<file path="config.mk">
export PLATFORM = sky130hd
export DESIGN_NAME = fetch_queue
export DESIGN_NICKNAME = d
export VERILOG_FILES = /design/src/rtl/fetch_queue.sv
export SDC_FILE = /design/constraint.sdc
export NUM_CORES = 1
export LEC_CHECK = 0
export BUFFER_PORTS_ARGS = -buffer_cell sky130_fd_sc_hd__buf_2
export CAP_MARGIN = 20
export CORE_ASPECT_RATIO = 1.75
export CORE_MARGIN = 3
export CORE_UTILIZATION = 30
export CTS_CLUSTER_SIZE = 8
export DETAILED_ROUTE_END_ITERATION = 16
export GPL_ROUTABILITY_DRIVEN = 1
export PLACE_DENSITY_LB_ADDON = 0.12
export SKIP_CTS_REPAIR_TIMING = 1
export SYNTH_ARGS = -nofsm -noshare
export SYNTH_HDL_FRONTEND = slang
export SYNTH_SLANG_ARGS = --single-unit
</file>
<file path="constraint.sdc">
create_clock -name clock -period 5.78 [get_ports clock]
set_input_delay 0.867 -clock clock [delete_from_list [all_inputs] [get_ports clock]]
set_output_delay 0.867 -clock clock [all_outputs]
set_load 0.005 [all_outputs]
</file>
<file path="src/rtl/fetch_queue.sv">
`default_nettype none
// +--------------------------------------------------------------------+
// | fetch_queue : in-order instruction fetch with a {pc, instr} FIFO   |
// | and redirect flushing. FETCH_BYPASS_EN: empty-FIFO response bypass |
// | Revision: 1.0                                                      |
// +--------------------------------------------------------------------+
module fetch_queue #(
  parameter int          DEPTH    = 4,
  parameter logic [63:0] RESET_PC = 64'h0
) (
  input  logic        clock,
  input  logic        reset,
  output logic        imem_req_valid,
  output logic [63:0] imem_req_addr,
  input  logic        imem_req_ready,
  input  logic        imem_resp_valid,
  input  logic [31:0] imem_resp_data,
  input  logic        redirect,
  input  logic [63:0] redirect_pc,
  input  logic        stall,
  output logic        valid_out,
  output logic [31:0] instruction_out,
  output logic [63:0] PC_out,
  output logic [63:0] PC_branch_link_out
);
  localparam int PTR_W = $clog2(DEPTH);
  localparam int CNT_W = PTR_W + 1;
  localparam logic [CNT_W:0] DEPTH_C = (CNT_W + 1)'(DEPTH);

  typedef enum logic [0:0] {FETCH = 1'b0, FLUSH = 1'b1} state_t;

  state_t             state_q, state_d;
  logic [63:0]        fetch_pc_q, fetch_pc_d;
  logic [CNT_W-1:0]   count_q, count_d;
  logic [CNT_W-1:0]   outstanding_q, outstanding_d;
  logic [CNT_W-1:0]   drop_q, drop_d;
  logic [PTR_W-1:0]   head_q, head_d, tail_q, tail_d;
  logic [PTR_W-1:0]   trk_head_q, trk_head_d, trk_tail_q, trk_tail_d;
  logic [31:0]        last_instr_q, last_instr_d;
  logic [63:0]        last_pc_q, last_pc_d;
  logic [63:0]        last_link_q, last_link_d;

  logic [63:0]        fifo_pc_q    [DEPTH];
  logic [31:0]        fifo_instr_q [DEPTH];
  logic [63:0]        trk_pc_q     [DEPTH];

  logic               w_fire, w_resp_ok, w_empty, w_bypass;
  logic               w_pop, w_fifo_pop, w_push;
  logic [63:0]        w_resp_pc;
  logic [CNT_W-1:0]   w_pending, w_drop_redir;

  assign w_empty   = (count_q == '0);
  assign w_resp_ok = imem_resp_valid && (state_q == FETCH) && (outstanding_q != '0);
  assign w_resp_pc = trk_pc_q[trk_head_q];

`ifdef FETCH_BYPASS_EN
  assign w_bypass = w_empty && w_resp_ok && !redirect;
`else
  assign w_bypass = 1'b0;
`endif

  assign imem_req_valid = !reset && (state_q == FETCH) && !redirect &&
                          (({1'b0, count_q} + {1'b0, outstanding_q}) < DEPTH_C);
  assign imem_req_addr  = fetch_pc_q;
  assign w_fire         = imem_req_valid && imem_req_ready;

  // When the FIFO is empty the outputs replay the last consumed entry.
  always_comb begin
    valid_out          = 1'b0;
    instruction_out    = last_instr_q;
    PC_out             = last_pc_q;
    PC_branch_link_out = last_link_q;
    if (w_bypass) begin
      valid_out          = 1'b1;
      instruction_out    = imem_resp_data;
      PC_out             = w_resp_pc;
      PC_branch_link_out = w_resp_pc + 64'd4;
    end else if (!w_empty) begin
      valid_out          = 1'b1;
      instruction_out    = fifo_instr_q[head_q];
      PC_out             = fifo_pc_q[head_q];
      PC_branch_link_out = fifo_pc_q[head_q] + 64'd4;
    end
  end

  assign w_pop      = valid_out && !stall && !redirect;
  assign w_fifo_pop = w_pop && !w_empty;
  assign w_push     = w_resp_ok && !redirect && !(w_bypass && !stall);

  assign w_pending    = outstanding_q + drop_q;
  assign w_drop_redir = w_pending - CNT_W'(imem_resp_valid && (w_pending != '0));

  always_comb begin
    state_d       = state_q;
    fetch_pc_d    = fetch_pc_q;
    count_d       = count_q + CNT_W'(w_push) - CNT_W'(w_fifo_pop);
    outstanding_d = outstanding_q + CNT_W'(w_fire) - CNT_W'(w_resp_ok);
    drop_d        = drop_q;
    head_d        = w_fifo_pop ? head_q + 1'b1 : head_q;
    tail_d        = w_push ? tail_q + 1'b1 : tail_q;
    trk_head_d    = w_resp_ok ? trk_head_q + 1'b1 : trk_head_q;
    trk_tail_d    = w_fire ? trk_tail_q + 1'b1 : trk_tail_q;
    last_instr_d  = last_instr_q;
    last_pc_d     = last_pc_q;
    last_link_d   = last_link_q;

    if (w_fire) fetch_pc_d = fetch_pc_q + 64'd4;

    if (w_pop) begin
      last_instr_d = instruction_out;
      last_pc_d    = PC_out;
      last_link_d  = PC_branch_link_out;
    end

    if (state_q == FLUSH) begin
      if (imem_resp_valid && (drop_q != '0)) drop_d = drop_q - 1'b1;
      if (drop_d == '0) state_d = FETCH;
    end

    // Redirect overrides everything: stale requests become drop credits.
    if (redirect) begin
      fetch_pc_d    = redirect_pc;
      count_d       = '0;
      outstanding_d = '0;
      head_d        = '0;
      tail_d        = '0;
      trk_head_d    = '0;
      trk_tail_d    = '0;
      drop_d        = w_drop_redir;
      state_d       = (w_drop_redir != '0) ? FLUSH : FETCH;
    end
  end

  always_ff @(posedge clock) begin
    if (reset) begin
      state_q       <= FETCH;
      fetch_pc_q    <= RESET_PC;
      count_q       <= '0;
      outstanding_q <= '0;
      drop_q        <= '0;
      head_q        <= '0;
      tail_q        <= '0;
      trk_head_q    <= '0;
      trk_tail_q    <= '0;
      last_instr_q  <= '0;
      last_pc_q     <= '0;
      last_link_q   <= '0;
    end else begin
      state_q       <= state_d;
      fetch_pc_q    <= fetch_pc_d;
      count_q       <= count_d;
      outstanding_q <= outstanding_d;
      drop_q        <= drop_d;
      head_q        <= head_d;
      tail_q        <= tail_d;
      trk_head_q    <= trk_head_d;
      trk_tail_q    <= trk_tail_d;
      last_instr_q  <= last_instr_d;
      last_pc_q     <= last_pc_d;
      last_link_q   <= last_link_d;
    end
  end

  always_ff @(posedge clock) begin
    if (w_push) begin
      fifo_pc_q[tail_q]    <= w_resp_pc;
      fifo_instr_q[tail_q] <= imem_resp_data;
    end
    if (w_fire) trk_pc_q[trk_tail_q] <= fetch_pc_q;
  end
endmodule
`default_nettype wire

</file>
==> metrics.txt <==
# TYPE chip_impl_metric gauge
chip_impl_metric{name="syn_area",unit="mm^2"} 0.0372
chip_impl_metric{name="viasPerCell",unit=""} 5.03
chip_impl_metric{name="drive_gt1_share",unit="%"} 21.5
chip_impl_metric{name="first_global_vias",unit=""} 24800
chip_impl_metric{name="track_usage",unit="%"} 17.4
chip_impl_metric{name="route.detailed.wl_per_inst",unit="um"} 23.4
chip_impl_metric{name="critPathRequiredTime",unit="ns"} 4.91
chip_impl_metric{name="depth_of_the_cts_h_tree",unit=""} 3
chip_impl_metric{name="fillers",unit=""} 12000
chip_impl_info{name="setup.worst_path.end_class",value="output pin"} 1
chip_impl_metric{name="clock_latency",unit="ns"} 0.72
chip_impl_metric{name="numCtsBuffers",unit=""} 120
chip_impl_metric{name="ioPinCount",unit=""} 328
chip_impl_metric{name="finalSetupTns",unit="ns"} 0
chip_impl_metric{name="syn-instance-count",unit=""} 2803
chip_impl_metric{name="timing.clock.skew",unit="ns"} 0.0304
chip_impl_metric{name="number_of_antenna_violations_at_the_first_check_in_global_routing",unit=""} 9
chip_impl_metric{name="ys_async_sr_fraction",unit="%"} 0
chip_impl_metric{name="worst-slew-pin-transition",unit="ns"} 1.05
chip_impl_info{name="critPathKind",value="reg2out"} 1
chip_impl_metric{name="number_of_synthesis_warnings",unit=""} 0
chip_impl_metric{name="fin_ws",unit="ns"} 0.553
chip_impl_metric{name="worst_ir_drop_vdd",unit="mV"} 0.245
chip_impl_metric{name="path_clk_slew",unit="ns"} 0.06
chip_impl_info{name="worstHoldEndpoint",value="fifo_instr_q[2][10]"} 1
chip_impl_metric{name="detailedPlace.worstSlack",unit="ns"} 1.15
chip_impl_metric{name="place_hpwl",unit="um"} 75200
chip_impl_metric{name="holdPathStages",unit=""} 1
chip_impl_metric{name="rrSetupSlack",unit="ns"} 1.97
chip_impl_metric{name="drc",unit=""} 0
chip_impl_metric{name="floorplan.die_area",unit="mm^2"} 0.128
chip_impl_info{name="yosys_most_used_dff",value="sky130_fd_sc_hd__edfxtp_1"} 1
chip_impl_metric{name="portBuffers",unit=""} 327
chip_impl_metric{name="total_power",unit="mW"} 14.0
chip_impl_metric{name="r2r.worst_path.cells",unit=""} 7
chip_impl_info{name="layout_commonest_cell",value="sky130_fd_sc_hd__edfxtp_1"} 1
chip_impl_metric{name="area.growth.synth_to_final",unit="%"} 18.5
chip_impl_metric{name="grt_start_max_net_pins",unit=""} 138
chip_impl_info{name="hp-class",value="in2reg"} 1
chip_impl_metric{name="dpl-instance-area",unit="mm^2"} 0.0406
chip_impl_metric{name="fp.dieH",unit="um"} 472
chip_impl_metric{name="critPathArrivalTime",unit="ns"} 4.36
chip_impl_metric{name="timing.max_cap.violations",unit=""} 0
chip_impl_metric{name="detailedRoute.firstPassIterationCount",unit=""} 6
chip_impl_info{name="worst_hold_startpoint",value="imem_resp_data[10]"} 1
chip_impl_metric{name="grt_pass1_wl",unit="um"} 167000
chip_impl_metric{name="wl",unit="um"} 113000
chip_impl_metric{name="cp_max_fo",unit=""} 17
chip_impl_metric{name="synth_area_per_cell",unit="um^2"} 13.3
chip_impl_metric{name="gp_congestion",unit=""} 0.796
chip_impl_info{name="worst_setup_path_start_kind",value="flip-flop"} 1
chip_impl_metric{name="gr-total-overflow",unit=""} 0
chip_impl_metric{name="clk_path_buf_depth",unit=""} 3
chip_impl_metric{name="fp.coreArea",unit="mm^2"} 0.123
chip_impl_metric{name="fmax",unit="MHz"} 191
chip_impl_metric{name="final_antenna_net_count",unit=""} 0
chip_impl_metric{name="maxSlewHeadroom",unit="%"} 30.0
chip_impl_metric{name="vias",unit=""} 24500
chip_impl_info{name="run_status",value="finished clean"} 1
chip_impl_metric{name="postLayoutCellArea",unit="mm^2"} 0.0440
chip_impl_info{name="mostFrequentLayoutCells",value="sky130_fd_sc_hd__edfxtp_1 (640), sky130_fd_sc_hd__nand2_1 (443), sky130_fd_sc_hd__buf_2 (326), sky130_fd_sc_hd__nor2_1 (286), sky130_fd_sc_hd__dfxtp_1 (242)"} 1
chip_impl_info{name="rsz0062_at_grt",value="no"} 1
chip_impl_metric{name="cts.sink_count",unit=""} 886
chip_impl_metric{name="postSynthNetCount",unit=""} 2929
chip_impl_metric{name="ys_types",unit=""} 73
chip_impl_metric{name="pwr_density_cell",unit="mW/mm^2"} 318
chip_impl_metric{name="post-route-period-util",unit="%"} 90.4
chip_impl_metric{name="synth.yosys.seq_area_share",unit="%"} 65.0
chip_impl_metric{name="detail_route.iter0.violations",unit=""} 1834
chip_impl_info{name="clock_tree_from_tritoncts",value="done"} 1
chip_impl_info{name="critical_r2r_capture",value="imem_req_addr[56]"} 1
chip_impl_metric{name="power_leakage",unit="nW"} 15.3
chip_impl_metric{name="timing_max_transition_violations_final",unit=""} 0
chip_impl_info{name="rr_startpoint",value="imem_req_addr[3]"} 1
chip_impl_metric{name="initial_core_util",unit="%"} 30.3
chip_impl_metric{name="count_of_flip_flops_with_a_built_in_enable_after_synthesis",unit=""} 640
chip_impl_metric{name="rows",unit=""} 170
chip_impl_metric{name="finish.net_count",unit=""} 3244
chip_impl_metric{name="hold_viol_final",unit=""} 0
chip_impl_metric{name="synth_seq_cells",unit=""} 886
chip_impl_metric{name="period_minus_slack",unit="ns"} 5.23
chip_impl_metric{name="final-setup-viol-count",unit=""} 0
chip_impl_metric{name="final_core_util",unit="%"} 35.9
chip_impl_info{name="clk_root_buffer_cell",value="sky130_fd_sc_hd__clkbuf_16"} 1
chip_impl_metric{name="die_w",unit="um"} 272
==> worst max path at each step <==
stage	startpoint	endpoint	slack (ns)	cells past startpoint
3_3_place_gp	flip-flop	PC_branch_link_out[49]	1.21	8
4_1_cts	flip-flop	PC_branch_link_out[63]	0.37	8
6_report	flip-flop	PC_branch_link_out[63]	0.55	8
2_1_floorplan	redirect	fifo_instr_q[0][0]	1.25	5
3_5_place_dp	flip-flop	PC_branch_link_out[63]	1.15	8
5_1_grt	flip-flop	PC_branch_link_out[63]	0.29	8
==> cell families (layout without fill, tap and decap cells) <==
kind of cell    count (synthesis)  count (layout)  share of synthesized area (%)
xor+xnor                       67              67                           1.58
other cells                     0               6                              0
compound gates                347             347                           5.78
fa+ha+maj                      24              24                          0.869
simple gates                 1081            1081                           13.6
mux                           179             179                           10.5
flops                         886             886                           65.0
buf+inv                       219             634                           2.63
==> power breakdown <==
part | internal [mW] | leakage, nW | switching, mW
Combinational | 0.161 | 5.77 | 0.289
Sequential | 6.88 | 7.85 | 0.0982
Clock | 3.89 | 1.65 | 2.70
==> state kept, by name, indices dropped and copies added, names as in the netlist, 32 cells and up, named ones only <==
name and count:
imem_req_addr 64, last_pc_q 64, last_link_q 64, trk_pc_q 256, fifo_pc_q 256, last_instr_q 32, fifo_instr_q 128
==> worst max-delay path, cell delays in order (launching register included) <==
cell and delay [ns]:
sky130_fd_sc_hd__dfxtp_4 0.54, sky130_fd_sc_hd__buf_4 0.42, sky130_fd_sc_hd__mux4_1 0.42, sky130_fd_sc_hd__and4_1 0.37
sky130_fd_sc_hd__nand4_1 0.45, sky130_fd_sc_hd__nand4b_2 0.63, sky130_fd_sc_hd__or4_1 0.57, sky130_fd_sc_hd__nand3_1 0.11
sky130_fd_sc_hd__buf_2 0.12
==> cells in the mapped netlist, types with 4 or more instances <==
| cell type | n | area share [%] |
|---|---|---|
| sky130_fd_sc_hd__a211oi_1 | 47 | 0.95 |
| sky130_fd_sc_hd__a21o_1 | 9 | 0.18 |
| sky130_fd_sc_hd__a21oi_1 | 128 | 1.7 |
| sky130_fd_sc_hd__a221oi_1 | 4 | 0.094 |
| sky130_fd_sc_hd__a22oi_1 | 10 | 0.20 |
| sky130_fd_sc_hd__a311oi_1 | 11 | 0.26 |
| sky130_fd_sc_hd__a31oi_1 | 43 | 0.72 |
| sky130_fd_sc_hd__a41oi_1 | 9 | 0.21 |
| sky130_fd_sc_hd__and2_1 | 32 | 0.54 |
| sky130_fd_sc_hd__and3_1 | 19 | 0.32 |
| sky130_fd_sc_hd__and4_1 | 8 | 0.19 |
| sky130_fd_sc_hd__buf_1 | 15 | 0.15 |
| sky130_fd_sc_hd__buf_2 | 11 | 0.15 |
| sky130_fd_sc_hd__buf_4 | 4 | 0.081 |
| sky130_fd_sc_hd__buf_6 | 8 | 0.24 |
| sky130_fd_sc_hd__clkbuf_1 | 133 | 1.3 |
| sky130_fd_sc_hd__dfxtp_1 | 246 | 13 |
| sky130_fd_sc_hd__edfxtp_1 | 640 | 52 |
| sky130_fd_sc_hd__ha_1 | 21 | 0.71 |
| sky130_fd_sc_hd__inv_1 | 41 | 0.41 |
| sky130_fd_sc_hd__mux2_2 | 5 | 0.15 |
| sky130_fd_sc_hd__mux2i_1 | 14 | 0.38 |
| sky130_fd_sc_hd__mux4_1 | 30 | 2.1 |
| sky130_fd_sc_hd__mux4_2 | 130 | 7.9 |
| sky130_fd_sc_hd__nand2_1 | 444 | 4.5 |
| sky130_fd_sc_hd__nand3_1 | 55 | 0.74 |
| sky130_fd_sc_hd__nand3b_1 | 7 | 0.14 |
| sky130_fd_sc_hd__nand4_1 | 29 | 0.49 |
| sky130_fd_sc_hd__nand4_2 | 6 | 0.20 |
| sky130_fd_sc_hd__nor2_1 | 286 | 2.9 |
| sky130_fd_sc_hd__nor3_1 | 89 | 1.2 |
| sky130_fd_sc_hd__nor3b_1 | 8 | 0.16 |
| sky130_fd_sc_hd__nor4_1 | 19 | 0.32 |
| sky130_fd_sc_hd__nor4_2 | 14 | 0.47 |
| sky130_fd_sc_hd__nor4b_1 | 4 | 0.094 |
| sky130_fd_sc_hd__nor4b_2 | 4 | 0.16 |
| sky130_fd_sc_hd__o211ai_1 | 8 | 0.16 |
| sky130_fd_sc_hd__o21a_1 | 5 | 0.10 |
| sky130_fd_sc_hd__o21ai_0 | 55 | 0.74 |
| sky130_fd_sc_hd__or2_2 | 5 | 0.084 |
| sky130_fd_sc_hd__or3_1 | 15 | 0.25 |
| sky130_fd_sc_hd__or4_1 | 16 | 0.32 |
| sky130_fd_sc_hd__xnor2_1 | 51 | 1.2 |
| sky130_fd_sc_hd__xor2_1 | 16 | 0.38 |
==> metrics by stage <==
step | std cells | hold slack (ns)
2_1_floorplan | 2803 | 0.437
3_3_place_gp | 4630 | 0.443
3_5_place_dp | 4630 | 0.449
4_1_cts | 4852 | 0.312
5_1_grt | 4855 | 0.346
6_report | 4858 | 0.377
==> layout make-up <==
class	instances	area (um^2)	area share, %
inverters	42	168	0.381
clock inverters	7	124	0.281
diodes	6	15.0	0.0341
repair buffers	370	2090	4.75
multi-input cells	1698	12100	27.4
clock buffers	215	3360	7.63
flip-flops and latches	886	24200	54.8
well taps	1634	2040	4.64
==> metal layers <==
metal  share of wire (%)  track usage, %  up-vias  wire length (um)
li1                    -               -    11200                 -
met1                  43            22.8    12300             49200
met2                  49            29.8      800             55900
met3                 5.2            2.79      158              5860
met4                 2.2            5.04        2              2500
met5               0.011               0        -                13
Power figures use the tool's default switching activity.
